==> src/rtl/geofence_pkg.sv <==
// Shared geofence types: coordinate width, point and cross-product operand
// structs, and the request-to-response latency of the shared evaluator.
package geofence_pkg;

    localparam int CW        = 10;
    localparam int CROSS_LAT = 3;

    typedef logic [CW-1:0] coord_t;

    typedef struct packed {
        coord_t x;
        coord_t y;
    } point_t;

    // Field order matches the {Px,Py,Qx,Qy,Ax,Ay,Bx,By} operand bus, MSB first.
    typedef struct packed {
        point_t p;
        point_t q;
        point_t a;
        point_t b;
    } cross_op_t;

endpackage

==> src/rtl/cross_core.sv <==
// Two-stage cross-product sign unit: products registered in S1, sign in S2.
// With CROSS_ZERO_EN defined it also flags collinear operands on o_zero.
module cross_core
    import geofence_pkg::*;
(
    input  logic      clk,
    input  logic      i_reset,
    input  cross_op_t i_op,
    output logic      o_pos
`ifdef CROSS_ZERO_EN
    ,
    output logic      o_zero
`endif
);

    localparam int DW = CW + 1;
    localparam int PW = 2 * CW + 2;
    localparam int XW = 2 * CW + 3;

    logic signed [DW-1:0] w_dpx;
    logic signed [DW-1:0] w_dpy;
    logic signed [DW-1:0] w_dqx;
    logic signed [DW-1:0] w_dqy;
    logic signed [PW-1:0] r_m_a;
    logic signed [PW-1:0] r_m_b;
    logic signed [XW-1:0] w_c;

    // Unsigned coordinates are zero-extended so every difference is exact.
    assign w_dpx = $signed({1'b0, i_op.p.x}) - $signed({1'b0, i_op.a.x});
    assign w_dpy = $signed({1'b0, i_op.p.y}) - $signed({1'b0, i_op.a.y});
    assign w_dqx = $signed({1'b0, i_op.q.x}) - $signed({1'b0, i_op.b.x});
    assign w_dqy = $signed({1'b0, i_op.q.y}) - $signed({1'b0, i_op.b.y});

    // NOTE: pure datapath registers carry no reset; validity travels in the arbiter's id pipeline.
    always_ff @(posedge clk) begin
        r_m_a <= PW'(w_dpx) * PW'(w_dqy);
        r_m_b <= PW'(w_dpy) * PW'(w_dqx);
    end

    assign w_c = XW'(r_m_a) - XW'(r_m_b);

    always_ff @(posedge clk) begin
        if (!i_reset) begin
            o_pos  <= 1'b0;
`ifdef CROSS_ZERO_EN
            o_zero <= 1'b0;
`endif
        end else begin
            // NOTE: sequential state always uses non-blocking assignment.
            o_pos  <= !w_c[XW-1] && (w_c != '0);
`ifdef CROSS_ZERO_EN
            o_zero <= (w_c == '0);
`endif
        end
    end

endmodule

==> src/rtl/cross_arbiter.sv <==
// Round-robin arbiter with burst lock sharing one cross_core among N_REQ clients.
// Define CROSS_ZERO_EN to add the rsp_zero (collinear) response output.
module cross_arbiter #(
    parameter int N_REQ = 4,
    parameter int CW    = 10,
    parameter int IDW   = 2
) (
    input  logic                  clk,
    input  logic                  reset,
    input  logic [N_REQ-1:0]      req,
    input  logic [N_REQ-1:0]      lock,
    input  logic [N_REQ*8*CW-1:0] opnd,
    output logic [N_REQ-1:0]      gnt,
    output logic                  rsp_valid,
    output logic [IDW-1:0]        rsp_id,
    output logic                  rsp_pos
`ifdef CROSS_ZERO_EN
    ,
    output logic                  rsp_zero
`endif
);

    import geofence_pkg::cross_op_t;

    localparam int             OPW     = 8 * CW;
    localparam logic [IDW:0]   LP_NREQ = (IDW + 1)'(N_REQ);
    localparam logic [IDW-1:0] LP_LAST = IDW'(N_REQ - 1);

    logic [OPW-1:0] w_opnd [N_REQ];
    logic           w_any;
    logic [IDW-1:0] w_idx;
    logic [IDW:0]   w_sum;
    logic [IDW-1:0] r_rr;
    logic [IDW-1:0] r_owner;
    logic           r_own_vld;
    logic           r_gnt_vld;
    logic [IDW-1:0] r_gnt_id;
    logic           r_s0_vld;
    logic [IDW-1:0] r_s0_id;
    logic           r_s1_vld;
    logic [IDW-1:0] r_s1_id;
    cross_op_t      r_s0_op;

    always_comb begin
        for (int i = 0; i < N_REQ; i++) begin
            w_opnd[i] = opnd[i*OPW +: OPW];
        end
    end

    // Search runs from the farthest offset down so the one closest to rr wins.
    always_comb begin
        // NOTE: every combinational output gets a default first, so no latch can be inferred.
        w_any = |req;
        w_idx = '0;
        w_sum = '0;
        if (r_own_vld && req[r_owner]) begin
            w_idx = r_owner;
        end else begin
            for (int k = N_REQ - 1; k >= 0; k--) begin
                w_sum = {1'b0, r_rr} + (IDW + 1)'(k);
                if (w_sum >= LP_NREQ) begin
                    w_sum = w_sum - LP_NREQ;
                end
                if (req[w_sum[IDW-1:0]]) begin
                    w_idx = w_sum[IDW-1:0];
                end
            end
        end
    end

    always_ff @(posedge clk) begin
        if (!reset) begin
            gnt       <= '0;
            r_gnt_vld <= 1'b0;
            r_gnt_id  <= '0;
            r_rr      <= '0;
            r_owner   <= '0;
            r_own_vld <= 1'b0;
            r_s0_vld  <= 1'b0;
            r_s0_id   <= '0;
            r_s1_vld  <= 1'b0;
            r_s1_id   <= '0;
            rsp_valid <= 1'b0;
            rsp_id    <= '0;
        end else begin
            gnt       <= w_any ? (N_REQ'(1) << w_idx) : '0;
            r_gnt_vld <= w_any;
            r_gnt_id  <= w_idx;
            // An idle cycle means the owner dropped req, which releases the lock.
            r_own_vld <= w_any && lock[w_idx];
            if (w_any) begin
                r_owner <= w_idx;
                r_rr    <= (w_idx == LP_LAST) ? '0 : w_idx + 1'b1;
            end
            r_s0_vld  <= r_gnt_vld;
            r_s0_id   <= r_gnt_id;
            r_s1_vld  <= r_s0_vld;
            r_s1_id   <= r_s0_id;
            rsp_valid <= r_s1_vld;
            rsp_id    <= r_s1_id;
        end
    end

    // The granted client holds its operands through the gnt cycle; S0 samples them at its end.
    always_ff @(posedge clk) begin
        r_s0_op <= cross_op_t'(w_opnd[r_gnt_id]);
    end

    cross_core u_core (
        .clk     (clk),
        .i_reset (reset),
        .i_op    (r_s0_op),
        .o_pos   (rsp_pos)
`ifdef CROSS_ZERO_EN
        ,
        .o_zero  (rsp_zero)
`endif
    );

endmodule

==> config.mk <==
export PLATFORM = sky130hd
export DESIGN_NAME = cross_arbiter
export DESIGN_NICKNAME = d
export VERILOG_FILES = /design/src/rtl/geofence_pkg.sv /design/src/rtl/cross_core.sv /design/src/rtl/cross_arbiter.sv
export SDC_FILE = /design/constraint.sdc
export NUM_CORES = 1
export LEC_CHECK = 0
export CORE_MARGIN = 2
export CORE_UTILIZATION = 49
export CTS_CLUSTER_DIAMETER = 100
export DETAILED_ROUTE_END_ITERATION = 10
export GPL_ROUTABILITY_DRIVEN = 0
export GPL_TIMING_DRIVEN = 1
export PLACE_DENSITY = 0.79
export SYNTH_ARGS = -nofsm -noshare
export SYNTH_HDL_FRONTEND = slang
export SYNTH_SLANG_ARGS = --single-unit
==> constraint.sdc <==
create_clock -name clk -period 6.75 [get_ports clk]
set_input_delay 1.0125 -clock clk [delete_from_list [all_inputs] [get_ports clk]]
set_output_delay 1.0125 -clock clk [all_outputs]
set_load 0.01 [all_outputs]
-- Word level (Yosys, flattened, before mapping)
Index checks and enable logic that the tools add are counted.
- bits in read-only memories: 0
- memories kept: 0
- memory bits (writable): 0
- bits of input ports: 330
- register bits: 146
- word-level logic and storage cells: 88
- bits in latches: 0
- output and inout port bits: 8
- mux-type cells: 29
- add/sub/neg operators: 13
- divide/modulo/power cells: 0
- bitwise logic cells: 1
- $lt $le $gt $ge: 11
- shift operators: 1
- multipliers: 2
- reductions and logical operators: 7
- equal/unequal tests: 1
- operators with widths (operator ; number):
    $bmux W80 S2 ; 1
    $mux W80 ; 2
    $mul A11 B11 Y22 ; 2
    $sub A10 B10 Y11 ; 4
    $mux W2 ; 14
    $reduce_bool A23 Y1 ; 1
    $sub A22 B22 Y23 ; 1
    $lt A2 B3 Y1 const B ; 6
    $bmux W1 S2 ; 6
    $ge A3 B3 Y1 const B ; 4
    $sub A2 B1 Y2 const B ; 4
    $add A2 B2 Y3 const B ; 2
    $mux W1 ; 6
    $reduce_or A4 Y1 ; 1
    $shl A1 B2 Y4 const A ; 1
    $add A2 B1 Y3 const B ; 1
    $ge A2 B3 Y1 const B ; 1
    $logic_and A1 B1 Y1 ; 3
    $not A2 Y3 ; 1
    $add A2 B1 Y2 const B ; 1
    $eq A2 B2 Y1 const B ; 1
    $reduce_and A2 Y1 ; 1
    $logic_not A1 Y1 ; 1

-- Depth between registers and ports, before layout
Gate-level depths: netlist of run 1.
- word-level depth: 14
- gate-level depth with buffers: 32
- mapped depth without buffers: 32

-- Modules after synthesis
Synthesis of run 1 repeated with hierarchy kept, for this count alone.
- cells, all modules: 1815
- area total of the unflattened synthesis: 17624.4 µm²
- by module, submodules not included (module ; instances ; sequential area each (µm²) ; cells each ; area each (µm²)):
    cross_core ; 1 ; 900.9 ; 1549 ; 13259.0
    cross_arbiter ; 1 ; 2021.9 ; 266 ; 4365.4

-- Worst setup path after synthesis of run 1
Ideal clock, no wire load.
- path type: reg-to-reg
- start point: reg r_s0_op[70] in the netlist's numbering
- end point: reg u_core.r_m_a[21]
- required time: 6678 ps
- clock period less this slack: 6743 ps
- setup slack: 7 ps
- stages on the path, launching flop included: 29
- data arrival time: 6671 ps
- setup time: 72 ps
- path buffers: 0
- cell sequence: dfxtp_1 > inv_1 > ha_1 > inv_1 > fa_1 > nand2_1 > nand2_1 > a21oi_1 > o21ai_1 > a21oi_1 > o21bai_1 > a21oi_1 > o21a_1 > nand2_1 > fa_1 > inv_1 > fa_1 > fa_1 > fa_1 > fa_1 > ha_1 > a21o_1 > a21oi_1 > nor2b_1 > a41o_1 > a311oi_1 > o31ai_1 > a21oi_1 > xnor2_1
- longest elaborated chain between the ends: 2
- ends and longest elaborated chain (what ; RTL line ; source):
    from (decl) ; cross_arbiter.sv:42 ; cross_op_t r_s0_op;
    from (signal assigned) ; cross_arbiter.sv:106 ; r_s0_op <= cross_op_t'(w_opnd[r_gnt_id]);
    $sub A10 B10 Y11 ; cross_core.sv:29 ; assign w_dpx = $signed({1'b0, i_op.p.x}) - $signed({1'b0, i_op.a.x});
    $mul A11 B11 Y22 ; cross_core.sv:36 ; r_m_a <= PW'(w_dpx) * PW'(w_dqy);
    to (signal assigned) ; cross_core.sv:36 ;
    to (decl) ; cross_core.sv:24 ; logic signed [PW-1:0] r_m_a;
Every way passes these cells.
A chain may end at the register's enable or synchronous reset.

-- Worst setup path in the final report of run 1
- start point: reg r_s0_op[31] in the netlist's numbering
- end point: reg u_core.r_m_a[21]
The elaborated chain is that of the path after synthesis.

==> results.yml, run 1 <==
cells_and_area:
  num-nets-final: 2932
  area_growth_pct: 30.6
  drive_above_1_share: 0.131
  diodes: 0
global_routing:
  grt-ovfl-total: 0
  grt_use_total: 0.239
  grt_pass1_vias: 14757
  grt_max_degree: 82
  grt_antenna_before_repair: 0
  grt_pass1_wl_um: 70400
sta:
  finClkSkew_ps: 21.6
  slew_violations: 0
  layout_setup_ws_ps: 181
  period_minus_slack_ps: 6570
  maxSlewHeadroom: 0.273
  max_freq_ghz: 0.152
  fin_crit_sh: 0.973
  finalSetupViolations: 0
  worst_pin_slew_ps: 1090
  hold_viol: 0
synth:
  synth_edf_count: 0
  syn_inst: 1834
  yosysMostFrequentCell: "inv_1"
  yosys-top-cells-count: "390 x inv_1, 240 x fa_1, 156 x ha_1"
  avgSynthCellArea_um2: 9.56
  synthTopCellsByArea: "fa_1 27%, dfxtp_1 17%, ha_1 11%"
  post-synth-top-area-cell: "fa_1"
  yosysTopAreaCellShare: 0.274
  ys.flop_type: "dfxtp_1"
  netlist-cell-type-count: 68
  synth_seq_area_share: 0.167
  synth_area_um2: 17500
  async_flop_share: 0
  ys_ff_latch: 146
  ys_warn_count: 0
  synth_nets: 2560
job:
  maxCapViolCount: 0
critical_path:
  rrSetupSlack_ps: 180
  r2r_start: "r_s0_op[31]"
  critPathLaunchType: "flop"
  endpoint_kind: "flop"
  required_ps: 7120
  r2r_end: "u_core.r_m_a[21]"
  criticalPathCategory: "reg -> reg"
  rr_worst_depth: 26
  cp.arrival_ps: 6940
  crit_fanout: 5
worst_hold_path:
  min_to: "r_s1_vld"
  hp-class: "reg -> reg"
  holdPathStages: 1
  hold_start: "r_s0_vld"
clock_network:
  cts_buffers: 17
  clkTransAtPathRegs_ps: 70
  cts-root-buf: "clkbuf_16"
  h-tree-depth: 4
  clk_latency_ps: 450
  clockBufferDepth: 2
  cts_tree: "done"
  holdBufCountCts: 0
  cts.sinks: 146
routing:
  routed_wl_um: 45100
  drtPass1Iterations: 8
  dr.first_iter.drc_count: 906
  route.detailed.wl_per_inst_um: 16.8
  num_vias: 14346
  routed_via_density: 5.35
  drc: 0
  final_antenna_net_count: 0
floorplan:
  start_util: 0.495
  coreArea_um2: 35400
  dieHeight_um: 193
  dieArea_um2: 37300
  die_w_um: 193
  rows: 69
  ios: 338
place:
  io_buffers: 337
  place_ws_ps: -152
  hpwl_um: 36700
status:
  outcome: "finished, final reports clean"
## critical path, cell delays in order, from the launching register on
cell and delay (ps):
dfxtp_1 320, inv_1 70, ha_1 290, nor2b_1 130, o21ai_1 200, a21boi_2 100
o21ai_2 190, a21boi_2 90, o21a_1 200, o21a_1 250, o211ai_1 240, buf_4 200
buf_4 120, nand2_1 70, fa_1 550, inv_1 50, fa_1 480, fa_1 560
fa_1 450, fa_1 560, ha_4 220, and2_2 210, a41o_1 280, a311oi_4 290
o31ai_2 120, a21oi_1 160, xnor2_1 130
## cells by family (layout without fill, tap and decap cells)
logic type	Yosys count	in the layout	share of synthesized area
DFF	146	146	0.167
xor gates and xnor gates	76	76	0.0380
muxes	87	87	0.108
adders and majority gates	396	396	0.385
AOI/OAI and AO/OA	213	213	0.0811
buffers and inverters	449	834	0.0967
and+or+nand+nor	467	467	0.125
## cell usage in the layout (no fill, tap or decap), types with 6 or more instances in the layout
| cell | synthesis | final |
|---|---|---|
| dfxtp_1 | 146 | 144 |
| nor2_1 | 132 | 131 |
| and2_1 | 43 | 41 |
| nand2b_1 | 15 | 15 |
| o21bai_1 | 7 | 6 |
| clkbuf_16 | 0 | 17 |
| a211oi_1 | 6 | 6 |
| nor2b_1 | 41 | 40 |
| o211ai_1 | 6 | 6 |
| a21boi_0 | 6 | 6 |
| xnor2_1 | 62 | 58 |
| mux4_2 | 81 | 81 |
| and3_1 | 11 | 10 |
| a21oi_1 | 62 | 43 |
| or2_2 | 7 | 7 |
| nand2_1 | 151 | 148 |
| nand3_1 | 15 | 15 |
| xor2_1 | 14 | 13 |
| clkdlybuf4s50_1 | 0 | 337 |
| o21ai_1 | 28 | 18 |
| ha_2 | 0 | 6 |
| a21oi_2 | 0 | 19 |
| o21a_1 | 12 | 11 |
| inv_1 | 390 | 388 |
| o22ai_1 | 6 | 6 |
| fa_2 | 0 | 6 |
| buf_4 | 0 | 66 |
| ha_1 | 156 | 144 |
| o21ai_2 | 1 | 11 |
| fa_1 | 240 | 234 |
| nor3_1 | 21 | 19 |
| o21ai_0 | 7 | 6 |
| a21o_1 | 15 | 14 |
| or2_1 | 6 | 6 |
| ha_4 | 0 | 6 |
| a21boi_2 | 0 | 6 |
## routing by layer
metal,vias to the layer above,GRT usage,share of wire
met2,542,0.403,0.51
met1,7095,0.318,0.40
li1,6634,-,-
met5,-,0,0
met3,75,0.0512,0.073
met4,0,0.0548,0.017
## sequential cells by signal, indices dropped and copies added (netlist names)
| signal | cells |
|---|---|
| r_s0_vld | 1 |
| rsp_valid | 1 |
| u_core.o_pos | 1 |
| r_s0_op | 80 |
| gnt | 4 |
| r_s1_id | 2 |
| r_rr | 2 |
| rsp_id | 2 |
| r_own_vld | 1 |
| r_owner | 2 |
| u_core.r_m_a | 22 |
| r_s0_id | 2 |
| r_gnt_id | 2 |
| u_core.r_m_b | 22 |
| r_gnt_vld | 1 |
| r_s1_vld | 1 |
## how the worst max path moves through the flow
stage	startpoint	endpoint	slack (ps)	cells past startpoint
floorplan	r_s0_op[70]	u_core.r_m_a[21]	7	28
global placement	r_s0_op[50]	u_core.r_m_b[20]	0.7	32
detailed placement	r_s0_op[50]	u_core.r_m_b[20]	-150	32
CTS	r_s0_op[50]	u_core.r_m_b[21]	6	33
global route	r_s0_op[50]	u_core.r_m_b[21]	-110	33
finish	r_s0_op[31]	u_core.r_m_a[21]	180	26
## layout make-up
cell class,count,area [um^2]
Clock buffer,19,443
Clock inverter,13,118
Fill cell,2691,12500
Inverter,393,1480
Multi-Input combinational cell,1239,13400
Sequential cell,146,2930
Tap cell,461,577
Timing Repair Buffer,409,3950
## through the flow
stage / cell area [um^2] / cells / setup TNS [ps] / hold WS [ps] / util
final: 22900 / 2680 / 0 / 436 / 0.647
after floorplan: 17500 / 1834 / 0 / 412 / -
after global placement: 21700 / 2628 / 0 / 414 / 0.612
after CTS: 22300 / 2660 / 0 / 431 / 0.630
after detailed placement: 21700 / 2628 / -497 / 425 / 0.612
after global routing: 22900 / 2680 / -501 / 444 / 0.647
## timing repair
item / in CTS / in global routing
endpoints found under the setup margin: 9 / 15
setup buffers: 0 / 19
pin swaps: 2 / 52
gates cloned: 0 / 1
endpoints found under the hold margin: 0 / 0
gates resized for setup: 13 / 94
Power of run 1 is not shown: default switching activity piles up to over one toggle a cycle in this logic, so the estimate is an artifact.
==> run 2: changes to the inputs <==
--- a/config.mk
+++ b/config.mk
@@ -11,7 +11,7 @@
 export DETAILED_ROUTE_END_ITERATION = 10
 export GPL_ROUTABILITY_DRIVEN = 0
 export GPL_TIMING_DRIVEN = 1
-export PLACE_DENSITY = 0.79
+export PLACE_DENSITY = 0.86
 export SYNTH_ARGS = -nofsm -noshare
 export SYNTH_HDL_FRONTEND = slang
 export SYNTH_SLANG_ARGS = --single-unit
==> run 2 against run 1 <==
Sequential cell count unchanged; sequential share of layout area about the same; first-iteration DRC count up 54%; fmax down 1.6%; setup slack worse by 100 ps; global-route usage up 0.80 points; cell count down 0.34%; design area up 0.14%; via count up 4.2%; worst hold slack worse by 4.5 ps; clock skew down 4.6 ps; register-to-register slack worse by 100 ps; critical path type unchanged; critical endpoint unchanged.
==> results.yml, run 2 (synthesized netlist as in run 1, its figures left out) <==
cells_and_area:
  largest_reg_flops: 80
  largest-register: "r_s0_op"
  postLayoutCoreUtil: 0.648
  mostFrequentLayoutCells: "386 x inv_1, 337 x clkdlybuf4s50_1, 233 x fa_1, 144 x ha_1, 144 x dfxtp_1"
  area_growth_pct: 30.8
  layout_commonest_cell: "inv_1"
  drive_above_1_share: 0.131
  num-nets-final: 2924
  finalNonFillerCells: 2671
  diodes: 0
  reg_top3: "r_s0_op x80, u_core.r_m_a x22, u_core.r_m_b x22"
sta:
  maxSlewHeadroom: 0.258
  fin_crit_sh: 0.989
  finalSetupViolations: 0
  period_minus_slack_ps: 6670
  finClkSkew_ps: 17.0
  max_freq_ghz: 0.150
  worst_pin_slew_ps: 1110
  slew_violations: 0
  hold_viol: 0
critical_path:
  criticalPathCategory: "reg -> reg"
  required_ps: 7140
  slowest_delay_ps: 590
  crit_top_cell: "fa_1"
  endpoint_kind: "flop"
  crit_fanout: 5
  critPathLaunchType: "flop"
  slowest_stage: "fa_1"
  cp.arrival_ps: 7070
global_routing:
  grt_pass1_wl_um: 73200
  grt_pass1_vias: 15557
  grt_max_degree: 82
  grt_antenna_before_repair: 1
  grt-ovfl-total: 0
  grt_use_total: 0.247
place:
  hpwl_um: 36600
  io_buffers: 337
  place_inst: 2621
job:
  maxCapViolCount: 0
routing:
  final_antenna_net_count: 0
  dr.first_iter.drc_count: 1394
  route.detailed.wl_per_inst_um: 18.2
  routed_wl_um: 48600
  drtPass1Iterations: 6
  num_vias: 14945
  drc: 0
  routed_via_density: 5.60
floorplan:
  rows: 69
  dieHeight_um: 193
  coreArea_um2: 35400
  dieArea_um2: 37300
  start_util: 0.495
  die_w_um: 193
  ios: 338
clock_network:
  cts_tree: "done"
  clockBufferDepth: 2
  cts.sinks: 146
  cts_buffers: 17
  clk_latency_ps: 460
  clkTransAtPathRegs_ps: 70
  h-tree-depth: 4
  holdBufCountCts: 0
  cts-root-buf: "clkbuf_16"
status:
  outcome: "finished, final reports clean"
worst_hold_path:
  hp-class: "reg -> reg"
## run 2: cell types whose count changed in the layout (fill, tap and decap cells not counted), sizes merged
| cell | previous run | this run |
|---|---|---|
| clkbuf | 19 | 22 |
| clkinvlp | 1 | 0 |
| clkinv | 5 | 4 |
| buf | 72 | 64 |
| inv | 400 | 394 |
| bufinv | 0 | 4 |
## run 2: stage by stage
| stage | setup slack (ps) | setup TNS, ps | instance area [um^2] | hold WS (ps) |
|---|---|---|---|---|
| floorplan | 6.97 | 0 | 17500 | 412 |
| global placement | 37.7 | 0 | 21600 | 420 |
| detailed placement | -175 | -628 | 21600 | 421 |
| finish | 76.2 | 0 | 22900 | 431 |
| global route | -149 | -642 | 22900 | 442 |
| CTS | 12.4 | 0 | 22300 | 430 |
## run 2: worst max-delay path, delay by kind of cell, from the launching register on
kind | cells | cell delay, ps
simple gates | 4 | 350
compound gates | 12 | 2160
flops | 1 | 310
buf+inv | 3 | 230
xor+xnor | 1 | 130
fa+ha+maj | 8 | 3430
## run 2: path summary, 6_finish.rpt
kind,endpoint,cells after the start,from,slack [ps]
max,u_core.r_m_a[21],28,r_s0_op[70],80
min,r_s0_vld,1,r_gnt_vld,430
max reg2reg,u_core.r_m_a[21],28,r_s0_op[70],80
min reg2reg,r_s0_vld,1,r_gnt_vld,430
## run 2: cell type report
| class | instances | area [um^2] |
|---|---|---|
| clock buffers | 22 | 474 |
| clock inverters | 9 | 154 |
| fillers | 2452 | 12500 |
| inverters | 393 | 1480 |
| multi-input cells | 1239 | 13400 |
| flip-flops and latches | 146 | 2930 |
| well taps | 461 | 577 |
| repair buffers | 401 | 3880 |
## run 2: metal layers
metal	vias up	global-route usage	wire length, um
met3	183	0.0592	4100
met5	-	0	46
met2	790	0.425	24900
met1	7359	0.307	17900
li1	6609	-	-
met4	4	0.0804	1680
## run 2: what timing repair did
action,4_1_cts,5_1_grt
gates resized for setup,20,97
endpoints found under the setup margin,10,17
pin swaps,1,42
cloned,0,1
setup buffers,2,17
Power of run 2 is left out for the same reason.
==> edit (flow settings as in run 1) <==
`CW` is set to 10 in 2 places; all go to 11.
--- a/src/rtl/geofence_pkg.sv
+++ b/src/rtl/geofence_pkg.sv
@@ -2,7 +2,7 @@
 // structs, and the request-to-response latency of the shared evaluator.
 package geofence_pkg;
 
-    localparam int CW        = 10;
+    localparam int CW        = 11;
     localparam int CROSS_LAT = 3;
 
     typedef logic [CW-1:0] coord_t;
--- a/src/rtl/cross_arbiter.sv
+++ b/src/rtl/cross_arbiter.sv
@@ -2,7 +2,7 @@
 // Define CROSS_ZERO_EN to add the rsp_zero (collinear) response output.
 module cross_arbiter #(
     parameter int N_REQ = 4,
-    parameter int CW    = 10,
+    parameter int CW    = 11,
     parameter int IDW   = 2
 ) (
     input  logic                  clk,
Ports: changed (resized opnd); port bits go from 338 to 370. The function was not compared with the original's and may differ.
==> edit against run 1 <==
The run now ends with negative setup slack left. Routed wire length up 38%. Via count up 19%. Critical endpoint is now u_core.r_m_a[23]$_DFF_P_. Critical path type unchanged. Sequential cell count up 12. Largest cell class unchanged. Count of clock-buffer cells in the layout unchanged. Synthesized area up 13%. Cell area up 15%. Setup slack worse by 460 ps.
Power is left out: the tool's default activity adds up to more than one toggle a clock period on the data nets, which glitch-free logic cannot reach.
==> edit: results (changes against run 1) <==
metric;value;unit;change
status;complete, but fails checks;;
violations;negative setup slack;;
synth_area_leaders;fa_1 28%, dfxtp_1 16%, ha_1 11%, mux4_2 10%, inv_1 8.1%;;
post_route_cells_drive_above_1_share;0.161;;+0.0300
synth.cells.most_frequent;430 x inv_1, 282 x fa_1, 206 x nand2_1;;
tightest_slew;1060;ps;-27.7 ps
reg.largest.list;r_s0_op: 88 flops, u_core.r_m_a: 24 flops, u_core.r_m_b: 24 flops;;
critPathMaxStageDelay;620;ps;+60 ps
syn_nets;2891;;+13%
r2r-start;r_s0_op[34]$_DFF_P_;;
finalNetCount;3346;;+14%
ys_seq_area_frac;0.159;;-0.00771
clockBufferDepth;2;;unchanged
drt-total-wl;62.4;mm;+38%
io_buffers;369;;+9.5%
clk_pin_slew;80;ps;
path_max_fanout;14;;+9
antenna_found_initial;11;;+11
dr.pass1.iters;5;;-3
cp_data_arrival_time;7350;ps;+410 ps
grt_pass1_vias;17800;;+21%
synth.distinct_cells;73;;+7.4%
min-delay-start;r_gnt_vld$_SDFF_PN0_;;
async_reset_ff_frac;0;;unchanged
place_ws;-367;ps;-216 ps
setup_violations;4;;+4
setup_ws;-277;ps;-457 ps
drt_iter0_markers;1443;;+59%
ys.flop_type;dfxtp_1;;
grt_util_all_layers;0.295;;+0.0559
cts_root_buffer;clkbuf_16;;
vias;17100;;+19%
critPathCapture;u_core.r_m_a[23]$_DFF_P_;;
place_hpwl;51.4;mm;+40%
grt_pass1_wl;95.7;mm;+36%
fin_skew;30.2;ps;+8.55 ps
grt_max_degree;55;;-33%
-- edit: cell types whose count changed after synthesis, moves of 11 or more --
cell and change:
a21oi_1 +13, nand2_1 +55, o21ai_1 -12, inv_1 +40, and2_1 +20, fa_1 +42
o21ai_0 +32, nand2b_1 +22, nor2_1 -38, nor3_1 +11, dfxtp_1 +12, ha_1 +13
-- edit: per-stage QoR --
step                      cell area [µm²]  instances  setup TNS [ps]  hold slack (ps)   util
after detailed placement            24800       3007           -1840              419  0.622
after CTS                           25800       3051            -184              434  0.645
final                               26300       3082            -444              436  0.660
after floorplan                     19900       2078               0              412      -
after global routing                26300       3080           -2250              449  0.660
after global placement              24800       3007            -435              414  0.622
-- edit: how the worst min path moves through the flow --
| stage | to | cells past startpoint |
|---|---|---|
| 4_1_cts | r_s0_vld$_SDFF_PN0_ | 1 |
| 5_1_grt | rsp_id[0]$_SDFF_PN0_ | 1 |
| 3_3_place_gp | r_s0_vld$_SDFF_PN0_ | 1 |
| 2_1_floorplan | r_s1_id[0]$_SDFF_PN0_ | 1 |
| 6_report | r_s0_vld$_SDFF_PN0_ | 1 |
| 3_5_place_dp | r_s0_vld$_SDFF_PN0_ | 1 |
-- edit: cell type report --
type	count	area, µm²
fill	2943	13600
tap	525	657
clock buffer	19	443
sequential	158	3180
multi-input combinational	1417	15500
timing repair buffer	508	4810
antenna	13	32.5
inverter	431	1620
clock inverter	11	136
-- edit: kinds of logic after synthesis --
| group | synth area share |
|---|---|
| mux | 0.108 |
| fa+ha+maj | 0.390 |
| simple gates | 0.133 |
| flops | 0.159 |
| buf+inv | 0.0958 |
| xor+xnor | 0.0352 |
| compound gates | 0.0792 |
-- edit: routing by layer --
| metal | vias to the layer above | share of wire | global-route usage |
|---|---|---|---|
| met3 | 166 | 0.082 | 0.0641 |
| met5 | - | 0.00021 | 0 |
| li1 | 7604 | - | - |
| met1 | 8508 | 0.38 | 0.367 |
| met4 | 2 | 0.039 | 0.120 |
| met2 | 832 | 0.50 | 0.500 |
-- edit: worst max-delay path, delay by kind of cell (launching register included) --
| kind | cells | cell delay (ps) |
|---|---|---|
| fa+ha+maj | 7 | 3190 |
| compound gates | 10 | 1660 |
| simple gates | 5 | 1180 |
| buf+inv | 3 | 440 |
| flops | 1 | 310 |
| xor+xnor | 1 | 80 |
-- edit: what timing repair did --
item / in CTS / in global routing
buffers inserted: 14 / 19
pin swaps: 56 / 74
setup endpoints to repair: 12 / 20
gates resized for setup: 59 / 99
